==> config.mk <==
export PLATFORM = sky130hd
export DESIGN_NAME = demux_1x16
export DESIGN_NICKNAME = d
export VERILOG_FILES = /design/src/rtl/demux_1x16.sv
export SDC_FILE = /design/constraint.sdc
export NUM_CORES = 1
export LEC_CHECK = 0
export CAP_MARGIN = 20
export CORE_UTILIZATION = 35
export CTS_CLUSTER_DIAMETER = 50
export DETAILED_ROUTE_END_ITERATION = 6
export PLACE_DENSITY = 0.61
export SYNTH_ARGS = -nofsm -noshare
export SYNTH_HDL_FRONTEND = slang
export SYNTH_SLANG_ARGS = --single-unit
==> constraint.sdc <==
create_clock -name clk -period 3.1 [get_ports clk]
set_input_delay 0.62 -clock clk [delete_from_list [all_inputs] [get_ports clk]]
set_output_delay 0.62 -clock clk [all_outputs]
set_load 0.1 [all_outputs]
==> src/rtl/demux_1x16.sv <==
`default_nettype none
// ============================================================================
// Module      : demux_1x16
// Description : 1-to-16 valid/ready demultiplexer. Each output lane owns a
//               single-entry skid register (payload + full flag). An input
//               beat is steered to the lane named by in_sel and appears on
//               that lane one cycle after acceptance. Lanes drain
//               independently, and a lane may be drained and reloaded on the
//               same edge so a busy lane runs at full throughput.
// Revision    : 1.0 - initial release
// ============================================================================
module demux_1x16 #(
    parameter int DW = 32
) (
    input  logic                 clk,
    input  logic                 rst,

    input  logic                 in_valid,
    output logic                 in_ready,
    input  logic [3:0]           in_sel,
    input  logic [DW-1:0]        in_data,

    output logic [15:0]          out_valid,
    input  logic [15:0]          out_ready,
    output logic [16*DW-1:0]     out_data,

    output logic                 busy,
    output logic [15:0]          beat_cnt
);

    localparam int c_LANES = 16;

    // Per-lane storage: full flags and payload registers, lane k in row k.
    logic [c_LANES-1:0]         r_full;
    logic [c_LANES-1:0][DW-1:0] r_data;
    logic [15:0]                r_beat_cnt;

    logic                       w_sel_full;
    logic                       w_sel_drain;
    logic                       w_accept;
    logic [c_LANES-1:0]         w_load;

    // Only the addressed lane decides backpressure; a lane that is being
    // drained this edge can take a new beat on the same edge.
    assign w_sel_full  = r_full[in_sel];
    assign w_sel_drain = out_ready[in_sel];
    assign in_ready    = !rst && (!w_sel_full || w_sel_drain);
    assign w_accept    = in_valid && in_ready;

    // One-hot load strobe for the lane receiving the accepted beat.
    assign w_load      = w_accept ? (c_LANES'(1) << in_sel) : '0;

    // Lane registers: a load wins over a drain so a same-edge drain+load
    // keeps the lane full with the new payload. Empty lanes keep their data.
    always_ff @(posedge clk) begin
        if (rst) begin
            r_full <= '0;
            r_data <= '0;
        end else begin
            for (int k = 0; k < c_LANES; k++) begin
                if (w_load[k]) begin
                    r_data[k] <= in_data;
                    r_full[k] <= 1'b1;
                end else if (out_ready[k]) begin
                    r_full[k] <= 1'b0;
                end
            end
        end
    end

    // Free-running count of accepted beats, wrapping modulo 2^16.
    always_ff @(posedge clk) begin
        if (rst) begin
            r_beat_cnt <= '0;
        end else if (w_accept) begin
            r_beat_cnt <= r_beat_cnt + 16'd1;
        end
    end

    // The packed [lane][bit] layout places lane k at [k*DW +: DW].
    assign out_valid = r_full;
    assign out_data  = r_data;
    assign busy      = |r_full;
    assign beat_cnt  = r_beat_cnt;

endmodule
`default_nettype wire

; Word-level counts from Yosys, hierarchy flattened
; Cells that the tools add are included.
[classes]
n_mul = 0
div_mod_pow = 0
bitwise_logic = 0
add_sub_neg = 1
reduce_logical = 22
eq_ne = 0
n_mux = 37
shifts = 1
order_cmp = 1
[ops]
columns = op, count
row1 = $mux 1, 34
row2 = $reduce_bool 2->1, 16
row3 = $add 16x1->16 const B, 1
row4 = $mux 16, 1
row5 = $reduce_or 16->1, 1
row6 = $shl 1x4->16 const A, 1
row7 = $bmux 1 s4, 2
row8 = $lt 4x5->1 const B, 1
row9 = $logic_and 1x1->1, 2
row10 = $logic_not 1->1, 2
row11 = $logic_or 1x1->1, 1
[totals]
register_bits = 544
latch_bits = 0
mem_bits_ro = 0
inputBits = 55
mem_count = 0
output_inout_bits = 546
ram_bits = 0

; Logic depth before layout (Yosys ltp)
; Gate-level depths: netlist of the first run.
[depth]
word_depth = 8
depth_mapped = 10

; Worst setup path after synthesis of the first run
; Ideal clock, no wire load.
[synth_timing]
kind = register to output
startpoint = register r_full[4], in the netlist out_valid[4]
endpoint = output in_ready
arrival_time_ns = 3.306
stages_incl_launch_ff = 7
required_ns = 2.480
slack_ns = -0.826
cell_sequence = dfxtp_1 > or3b_2 > a21oi_1 > nor4b_2 > a22oi_4 > buf_4 > a21oi_1
[synth_between]
elab_chain_cells = 5
[synth_lines]
columns = item, line
row1 = "start, declared", 34  ; logic [c_LANES-1:0] r_full;
row2 = "start signal, assigned", 57  ; r_full <= '0;
row3 = "start signal, assigned by index", 63  ; r_full[k] <= 1'b1;
row4 = "start signal, assigned by index", 65  ; r_full[k] <= 1'b0;
row5 = $bmux 1 s4, 45  ; assign w_sel_full = r_full[in_sel];
row6 = $mux 1 (not written as such), 45
row7 = $logic_not 1->1, 47  ; assign in_ready = !rst && (!w_sel_full || w_sel_drain);
row8 = $logic_or 1x1->1, 47
row9 = $logic_and 1x1->1, 47
row10 = "end, declared", 19  ; output logic in_ready,
; No other way between the ends. The select of a mux whose other input is x is not followed.

; Final worst setup path of the first run
[layout_timing]
startpoint = input out_ready[4]
endpoint = output in_ready
[layout_between]
elab_chain_cells = 4
[layout_lines]
columns = item, line
row1 = "start, declared", 24  ; input logic [15:0] out_ready,
row2 = $bmux 1 s4, 46  ; assign w_sel_drain = out_ready[in_sel];
row3 = $mux 1 (not written as such), 46
row4 = $logic_or 1x1->1, 47
row5 = $logic_and 1x1->1, 47
; No other way between the ends. The select of a mux whose other input is x is not followed.

==> run metrics, run 1 <==
Syn Nets=2534; post-synthesis mux area share=0.0256; Remaining DRCs=0; Synth Area in Adders=0.000641; unrepaired setup endpoints after global routing=no; CTS hold repair buffers=0; CTS Buf Count=61; buffers plus inverters on the worst setup path=2; Hold Path Class=input port to flip-flop; Slew @ Worst Pin=0.841 ns; clock skew=0.0212 ns; #FFs+latches synth=544; total die area=56700 sq um; final worst path period share=0.956; drt pass-1 iters=5; WL/cell=21.5 um; Cell variety after synth=40; GR Overflow Total=0; Post-synth EDFFs=0; main combinational cell family by area after synthesis=simple AND/OR/NAND/NOR gates; FMAX=337 MHz; vias=19100; simple-gate area share of the yosys netlist=0.231; CORE AREA=55100 sq um; Post-Synth XOR/XNOR Area=0; initial core utilization=0.354; setup_tns=0 ns; Final Wtd Congestion=0.882; Critical Path Source Type=input port; Total Power=15.8 mW; fillers=5361; HPWL after DPL=55.1 mm; Clock Latency Late Sink=0.62 ns; Placed Area=25300 sq um; share of post-route cells with drive strength above 1=0.256; Max-Cap Viols=0; Clock Tree Root=clkbuf_16; Crit Path Max Fanout=2; initial antenna violation count=4; leakage power=10.7 nW; Top delay family on crit path=buffers and inverters; CTS tree=built; maximum vdd drop=449 uV; max incr delay on CP=0.44 ns; CTS max path bufs=3; run status=finished, final reports clean; Final ANT Viol Nets=0; Critical-path top delay cell=or3b_2; final WL=82.0 mm; All-Layer GR Usage=0.279; Die W=238 um; Final Max Tran Viols=0; post-synthesis sequential area ratio=0.558; crit-path cells=clkdlybuf4s50_1 > or3b_2 > a21oi_1 > nor4b_2 > a22oi_4 > a21oi_4 > buf_12; Crit path required time=2.48 ns; # IOs=601; 1st-iter DRT viols=1200; number of clock sinks=544; IO Port Bufs=600; WP data arrival=2.34 ns; Worst Setup End Kind=output pin; vias per cell=5.02; ys flop type=dfxtp_1; num rows=86; CP Class=input port to output pin; nets@finish=3061; post-synthesis compound-gate area fraction=0.135; final instance area=27400 sq um; vias in the first global route=18000; ys async rst share=0; largest net degree at the start of global routing=161; height of the die=238 um; Setup Viol. Count Final=0; minimum clock period=2.96 ns; synth warn=0; Pwr Density=574 nW/um^2; Synth Area per Inst=7.87 sq um; first-pass GRT wire length=119 mm; # H-tree levels=2; P&R area growth vs syn=40.6%; multi-input logic area=7730 sq um; cell count after synthesis=2478; Worst-path clk slew=0.06 ns; post-synthesis cell area=19500 sq um; final hold violation count=0; FF/Latch Area=10900 sq um; slew margin rel.=0.437
-- report_power, final --
group	switching [mW]	internal [mW]	total, mW	leakage, nW
clock	3.08	4.43	7.50	1.02
combinational	0.908	0.260	1.17	5.29
sequential	0.0345	7.04	7.08	4.39
total	4.02	11.7	15.8	10.7
-- area by class of cell --
class / count / share of cell area
Clock inverter: 28 / 0.0137
Timing Repair Buffer: 697 / 0.210
Tap cell: 748 / 0.0341
Multi-Input combinational cell: 1701 / 0.282
Clock buffer: 86 / 0.0631
Sequential cell: 544 / 0.397
Antenna cell: 2 / 0.000182
-- Yosys cell counts (all sizes together) (3+ instances only) --
cell,count,share of area
mux2,15,0.0087
clkbuf,192,0.037
nor3,10,0.0037
mux2i,33,0.017
and2,3,0.00096
nand4,8,0.0026
a21oi,511,0.13
buf,41,0.013
nand2b,21,0.0069
nand2,979,0.19
nor4,6,0.0019
and3,6,0.0019
nor2b,19,0.0061
nand3,8,0.0021
nor2,64,0.012
dfxtp,544,0.56
-- kinds of logic after synthesis --
logic type,after synthesis
simple gates,1134
flops,544
compound gates,518
buf+inv,233
mux,48
fa+ha+maj,1
-- worst paths after layout --
| kind | startpoint | to | slack [ns] | cells past startpoint |
|---|---|---|---|---|
| min | rst | out_data[251]$_SDFFE_PP0P_ | 0.29 | 2 |
| max | out_ready[4] | in_ready | 0.14 | 7 |
| min reg2reg | out_data[47]$_SDFFE_PP0P_ | out_data[47]$_SDFFE_PP0P_ | 0.45 | 2 |
| max reg2reg | out_valid[4]$_SDFFE_PP0P_ | beat_cnt[7]$_SDFFE_PP0P_ | 0.90 | 7 |
-- stage by stage --
stage | hold WS [ns] | worst slack [ns] | instances | util
finish | 0.292 | 0.136 | 3806 | 0.498
global route | 0.287 | 0.0327 | 3806 | 0.498
CTS | 0.261 | 0.0327 | 3804 | 0.498
detailed placement | 0.446 | 0.0366 | 3690 | 0.459
global placement | 0.439 | 0.0559 | 3690 | 0.459
floorplan | 0.798 | 0.0912 | 2478 | -
-- state kept, by name (all words and copies together), names as in the netlist --
signal     cells
beat_cnt      16
out_data     512
out_valid     16
-- worst register-to-register path, delay by kind of cell (launching register included) --
kind	cells	cell delay (ns)
and+or+nand+nor	2	0.57
muxes	1	0.32
buffers and inverters	1	0.25
DFF	1	0.40
AOI/OAI and AO/OA	3	0.55
-- cell usage in the layout, fill, tap and decap left out, drive strengths merged, types with 3 or more instances in the layout --
| cell type | n |
|---|---|
| mux2i | 33 |
| dfxtp | 544 |
| and2 | 3 |
| nor2 | 64 |
| nand2 | 979 |
| nor3 | 10 |
| clkdlybuf4s50 | 51 |
| nand4 | 8 |
| clkinvlp | 5 |
| mux2 | 15 |
| clkbuf | 86 |
| nor2b | 19 |
| nand2b | 21 |
| clkinv | 11 |
| and3 | 6 |
| bufinv | 6 |
| nand3 | 8 |
| buf | 644 |
| a21oi | 511 |
| nor4 | 6 |
| inv | 6 |
-- routing by layer --
| metal | up-vias | global-route usage | wire length (um) | share of wire |
|---|---|---|---|---|
| met5 | - | 0 | 13 | 0.00016 |
| li1 | 9001 | - | - | - |
| met3 | 171 | 0.0654 | 7010 | 0.085 |
| met4 | 2 | 0.108 | 3100 | 0.038 |
| met2 | 774 | 0.473 | 39500 | 0.48 |
| met1 | 9166 | 0.341 | 32400 | 0.39 |
-- timing repair --
item                       in CTS  in global routing
resized for setup               0                  2
setup buffers                   0                  0
setup endpoints to repair       0                  1
Note: power is estimated with default switching activity, not from simulation.
==> run 2, diff against run 1 <==
- CORE_AREA: default -> 2 2 233 235
- CORE_UTILIZATION: 35 -> default
- DIE_AREA: default -> 0 0 235 237
- PLACE_DENSITY: 0.61 -> 0.63
==> run metrics, run 2 (synthesized netlist as in run 1, its figures left out) <==
Critical Path Source Type=input port (unchanged); met2 global-route usage=0.457 (was 0.473); Die W=235 um (was 238 um); nets@finish=3055 (was 3061); unrepaired setup endpoints after global routing=no (unchanged); commonest non-fill, non-tap cell in the layout=nand2_1 (unchanged); worst r2r path cells=7 (unchanged); run status=finished, final reports clean (unchanged); HPWL after DPL=55.2 mm (was 55.1 mm); first-pass GRT wire length=117 mm (was 119 mm); WL/cell=21.6 um (was 21.5 um); Worst Hold Depth=2 (unchanged); Crit Path Max Fanout=4 (was 2); final worst path period share=0.982 (was 0.956); leakage power=10.6 nW (was 10.7 nW); height of the die=237 um (was 238 um); Setup Viol. Count Final=0 (unchanged); fillers=4977 (was 5361); vias=19100 (about the same); Placed Instances=3626 (was 3690); largest net degree at the start of global routing=203 (was 161); Worst Setup End Kind=output pin (unchanged); worst hold slack=0.349 ns (was 0.292 ns); initial antenna violation count=8 (was 4); All-Layer GR Usage=0.276 (was 0.279); Max-Cap Viols=0 (unchanged); maximum vdd drop=467 uV (was 449 uV); vias per cell=5.10 (was 5.02); Hold Path Class=input port to flip-flop (unchanged); Final Wtd Congestion=0.866 (was 0.882); P&R area growth vs syn=39.8% (was 40.6%); Final ANT Viol Nets=0 (unchanged); CP Class=input port to output pin (unchanged); setup_tns=0 ns (unchanged); RR Startpoint=out_valid[4]$_SDFFE_PP0P_ (unchanged); Crit path required time=2.48 ns (about the same); final setup margin=0.0566 ns (was 0.136 ns); IO Port Bufs=600 (unchanged); Final Max Tran Viols=0 (unchanged); GR Overflow Total=0 (unchanged); Finished Layout Cells=3748 (was 3806); CTS max path bufs=3 (unchanged); WP data arrival=2.42 ns (was 2.34 ns); FMAX=329 MHz (was 337 MHz); drt pass-1 iters=5 (unchanged); slew margin rel.=0.292 (was 0.437); number of clock sinks=544 (unchanged); CORE AREA=53300 sq um (was 55100 sq um); Clock Tree Root=clkbuf_16 (unchanged); Total Power=15.7 mW (was 15.8 mW); crit path to=in_ready (unchanged); final hold violation count=0 (unchanged); max FFs per register=512 (unchanged); num rows=85 (was 86); total die area=55700 sq um (was 56700 sq um); initial core utilization=0.366 (was 0.354); Placed Area=25100 sq um (was 25300 sq um); Reg2Reg Setup Slack=0.84 ns (was 0.90 ns); Clock Latency Late Sink=0.61 ns (was 0.62 ns); 1st-iter DRT viols=1421 (was 1200); GR peak layer=met2 (unchanged); CTS hold repair buffers=0 (unchanged); commonest cells after routing, fill and taps aside=978 x nand2_1, 603 x buf_4, 544 x dfxtp_1 (was 975 x nand2_1, 613 x buf_4, 544 x dfxtp_1); Remaining DRCs=0 (unchanged); met1 Use GR=0.341 (about the same); share of post-route cells with drive strength above 1=0.250 (was 0.256); Reg2Reg Capture Point=beat_cnt[12]$_SDFFE_PP0P_ (was beat_cnt[7]$_SDFFE_PP0P_); Core Util, Final=0.512 (was 0.498); met3 usage=0.0780 (was 0.0654); minimum clock period=3.04 ns (was 2.96 ns); final WL=80.9 mm (was 82.0 mm); Slew @ Worst Pin=1.06 ns (was 0.841 ns); CTS Buf Count=66 (was 61); # H-tree levels=3 (was 2); vias in the first global route=17700 (was 18000); CP startpoint=out_ready[4] (unchanged); final instance area=27300 sq um (was 27400 sq um); # IOs=601 (unchanged); Worst-path clk slew=0.06 ns (about the same); DP Worst Slack=-0.0375 ns (was 0.0366 ns); clock skew=0.0230 ns (was 0.0212 ns); Pwr Density=578 nW/um^2 (was 574 nW/um^2); CTS tree=built (unchanged)
-- run 2: worst max-delay path, stage by stage --
cell	delay, ns
clkdlybuf4s50_1	0.45
or3b_2	0.47
a21oi_1	0.29
nor4b_4	0.12
a22oi_4	0.20
a21oi_4	0.08
buf_12	0.17
-- run 2: area by class of cell --
type	instances	area, sq um	share of cell area
sequential	544	10900	0.399
clock buffer	90	1800	0.0661
multi-input combinational	1701	7720	0.283
tap	696	871	0.0319
clock inverter	25	312	0.0114
antenna	6	15.0	0.000551
timing repair buffer	686	5660	0.207
-- run 2: what timing repair did --
item,in CTS,in global routing
gates resized for setup,1,1
cloned,0,0
pin swaps,0,2
setup buffers,0,1
endpoints found under the setup margin,1,1
hold endpoints to repair,0,0
-- run 2: worst min path at each step --
stage	from	to	slack [ns]
after floorplan	out_ready[12]	out_valid[12]$_SDFFE_PP0P_	0.80
after global placement	out_data[38]$_SDFFE_PP0P_	out_data[38]$_SDFFE_PP0P_	0.44
after detailed placement	out_data[188]$_SDFFE_PP0P_	out_data[188]$_SDFFE_PP0P_	0.45
after CTS	rst	out_valid[8]$_SDFFE_PP0P_	0.31
after global routing	rst	out_valid[0]$_SDFFE_PP0P_	0.35
final	rst	out_valid[8]$_SDFFE_PP0P_	0.35
-- run 2: report_power, final --
group	internal (mW)	switching (mW)	total (mW)
clock	4.33	3.18	7.52
combinational	0.253	0.899	1.15
sequential	7.04	0.0351	7.08
total	11.6	4.12	15.7
-- run 2: routing by layer --
metal	routed length, um	vias to the layer above
met5	39	-
met4	2490	6
met3	7130	139
met2	38700	798
met1	32500	9197
li1	-	8992
==> run 3, diff against run 2 <==
- CELL_PAD_IN_SITES_DETAIL_PLACEMENT: default -> 1
- CELL_PAD_IN_SITES_GLOBAL_PLACEMENT: default -> 1
- CORE_AREA: 2 2 233 235 -> default
- CORE_UTILIZATION: default -> 33
- DIE_AREA: 0 0 235 237 -> default
- PLACE_DENSITY: 0.63 -> 0.77
- clock period: 3.1 -> 3.3 ns (I/O delays scaled with it)
==> run metrics, run 3 (synthesized netlist as in run 1, its figures left out) <==
maximum vdd drop=352 uV (was 467 uV); Reg2Reg Capture Point=out_data[228]$_SDFFE_PP0P_ (was beat_cnt[12]$_SDFFE_PP0P_); fillers=6871 (was 4977); max FFs per register=512 (unchanged); WL/cell=23.8 um (was 21.6 um); commonest non-fill, non-tap cell in the layout=nand2_1 (unchanged); Critical-path top delay cell=clkdlybuf4s50_1 (was or3b_2); Crit path required time=2.64 ns (was 2.48 ns); All-Layer GR Usage=0.290 (was 0.276); leakage power=10.6 nW (about the same); CTS max path bufs=3 (unchanged); Worst-path clk slew=0.06 ns (about the same); CTS tree=built (unchanged); IO Port Bufs=600 (unchanged); CORE AREA=58000 sq um (was 53300 sq um); Final Wtd Congestion=0.860 (was 0.866); FMAX=312 MHz; GR Overflow Total=0 (unchanged); Placed Instances=3686 (was 3626); final worst path period share=0.971; Hold Path Class=input port to flip-flop (unchanged); RR Startpoint=out_valid[4]$_SDFFE_PP0P_ (unchanged); vias per cell=5.17 (was 5.10); clock skew=0.0296 ns (was 0.0230 ns); Met2 Wirelength=44.3 mm (was 38.7 mm); Final Max Tran Viols=0 (unchanged); total die area=60100 sq um (was 55700 sq um); Worst Setup End Kind=output pin (unchanged); WP data arrival=2.54 ns (was 2.42 ns); CTS Buf Count=66 (unchanged); initial core utilization=0.336 (was 0.366); # IOs=601 (unchanged); Crit Path Max Fanout=6 (was 4); share of post-route cells with drive strength above 1=0.250 (about the same); Slew @ Worst Pin=1.18 ns (was 1.06 ns); vias in the first global route=20100 (was 17700); # H-tree levels=3 (unchanged); 1st-iter DRT viols=1060 (was 1421); Clock Latency Late Sink=0.60 ns (was 0.61 ns); unrepaired setup endpoints after global routing=no (unchanged); Clock Tree Root=clkbuf_16 (unchanged); largest net degree at the start of global routing=222 (was 203); Finished Layout Cells=3802 (was 3748); commonest cells after routing, fill and taps aside=977 x nand2_1, 596 x buf_4, 544 x dfxtp_1 (was 978 x nand2_1, 603 x buf_4, 544 x dfxtp_1); crit-path cells=clkdlybuf4s50_1 > or3b_1 > a21oi_2 > nor2_2 > a22oi_4 > a21oi_4 > buf_12 (was clkdlybuf4s50_1 > or3b_2 > a21oi_1 > nor4b_4 > a22oi_4 > a21oi_4 > buf_12); number of clock sinks=544 (unchanged); final WL=90.4 mm (was 80.9 mm); Core Util, Final=0.471 (was 0.512); CP startpoint=in_sel[1] (was out_ready[4]); P&R area growth vs syn=40.1% (was 39.8%); max incr delay on CP=0.52 ns (was 0.47 ns); Die W=245 um (was 235 um); slew margin rel.=0.209 (was 0.292); num rows=88 (was 85); drt pass-1 iters=4 (was 5); HPWL after DPL=61.4 mm (was 55.2 mm); Max-Cap Viols=0 (unchanged); Reg2Reg Setup Slack=0.90 ns (was 0.84 ns); vias=19600 (was 19100); Critical Path Source Type=input port (unchanged); FF/Latch Area=10900 sq um (unchanged); multi-input logic area=7740 sq um (was 7720 sq um); CTS hold repair buffers=0 (unchanged); setup_tns=0 ns (unchanged); first-pass GRT wire length=130 mm (was 117 mm); Setup Viol. Count Final=0 (unchanged); Remaining DRCs=0 (unchanged); M1 wire length=35.4 mm (was 32.5 mm); minimum clock period=3.20 ns; final hold violation count=0 (unchanged); routed wl met3=6.53 mm (was 7.13 mm); CP Class=input port to output pin (unchanged); height of the die=245 um (was 237 um); initial antenna violation count=4 (was 8); Pwr Density=552 nW/um^2 (was 578 nW/um^2); top routing layer used=met5 (unchanged); crit path to=in_ready (unchanged); worst r2r path cells=7 (unchanged); Final ANT Viol Nets=0 (unchanged); run status=finished, final reports clean (unchanged); nets@finish=3045 (was 3055)
[run 3: changes by cell type in the layout (fill, tap and decap cells not counted), moves of 2 or more]
| cell | previous run | this run |
|---|---|---|
| buf_4 | 603 | 596 |
| nor2_2 | 4 | 2 |
| clkbuf_1 | 18 | 15 |
| nor2_4 | 0 | 2 |
| clkbuf_8 | 6 | 10 |
| clkinvlp_4 | 6 | 2 |
| diode_2 | 6 | 1 |
| buf_12 | 29 | 26 |
| clkbuf_16 | 66 | 71 |
| clkinv_8 | 5 | 0 |
| inv_16 | 2 | 0 |
| clkinv_4 | 1 | 3 |
[run 3: layout make-up]
type,count,share of cell area
repair buffers,676,0.203
multi-input cells,1701,0.283
clock inverters,19,0.00810
flip-flops and latches,544,0.399
well taps,765,0.0350
diodes,1,0.0000916
clock buffers,96,0.0721
[run 3: report_power, final]
group	internal, mW	leakage, nW	total (mW)	switching, mW
clock network	4.41	1.07	7.34	2.93
logic	0.231	5.16	1.10	0.868
registers	6.62	4.39	6.65	0.0344
total	11.3	10.6	15.1	3.83
[run 3: routing by layer]
metal,GRT usage,vias up
met3,0.0739,218
met5,0,-
met1,0.334,9779
met4,0.135,6
li1,-,8963
met2,0.499,672
[run 3: metrics by stage]
| step | setup WS, ns | area, sq um | hold slack (ns) | total power [mW] |
|---|---|---|---|---|
| 2_1_floorplan | 0.251 | 19500 | 0.838 | 7.48 |
| 3_3_place_gp | 0.166 | 25100 | 0.437 | 7.87 |
| 3_5_place_dp | 0.0557 | 25100 | 0.448 | 7.89 |
| 4_1_cts | 0.0514 | 27300 | 0.405 | 15.2 |
| 5_1_grt | 0.0389 | 27300 | 0.447 | 15.5 |
| 6_report | 0.0953 | 27300 | 0.452 | 15.1 |
[run 3: worst max-delay path: cells and delay by family]
| family | cells | cell delay [ns] |
|---|---|---|
| buffers and inverters | 2 | 0.69 |
| AND/OR/NAND/NOR | 2 | 0.57 |
| AO/OA/AOI/OAI | 3 | 0.61 |
[run 3: timing repair]
| item | 4_1_cts | 5_1_grt |
|---|---|---|
| setup buffers | 0 | 0 |
| gates resized for setup | 0 | 2 |
| setup endpoints to repair | 0 | 1 |
[run 3: how the worst min path moves through the flow]
stage | startpoint | endpoint | slack [ns] | cells after the start
6_report | rst | out_valid[8]$_SDFFE_PP0P_ | 0.45 | 2
5_1_grt | rst | out_data[251]$_SDFFE_PP0P_ | 0.45 | 2
4_1_cts | rst | out_data[253]$_SDFFE_PP0P_ | 0.41 | 2
3_5_place_dp | out_data[38]$_SDFFE_PP0P_ | out_data[38]$_SDFFE_PP0P_ | 0.45 | 2
3_3_place_gp | out_data[35]$_SDFFE_PP0P_ | out_data[35]$_SDFFE_PP0P_ | 0.44 | 2
2_1_floorplan | out_ready[12] | out_valid[12]$_SDFFE_PP0P_ | 0.84 | 2
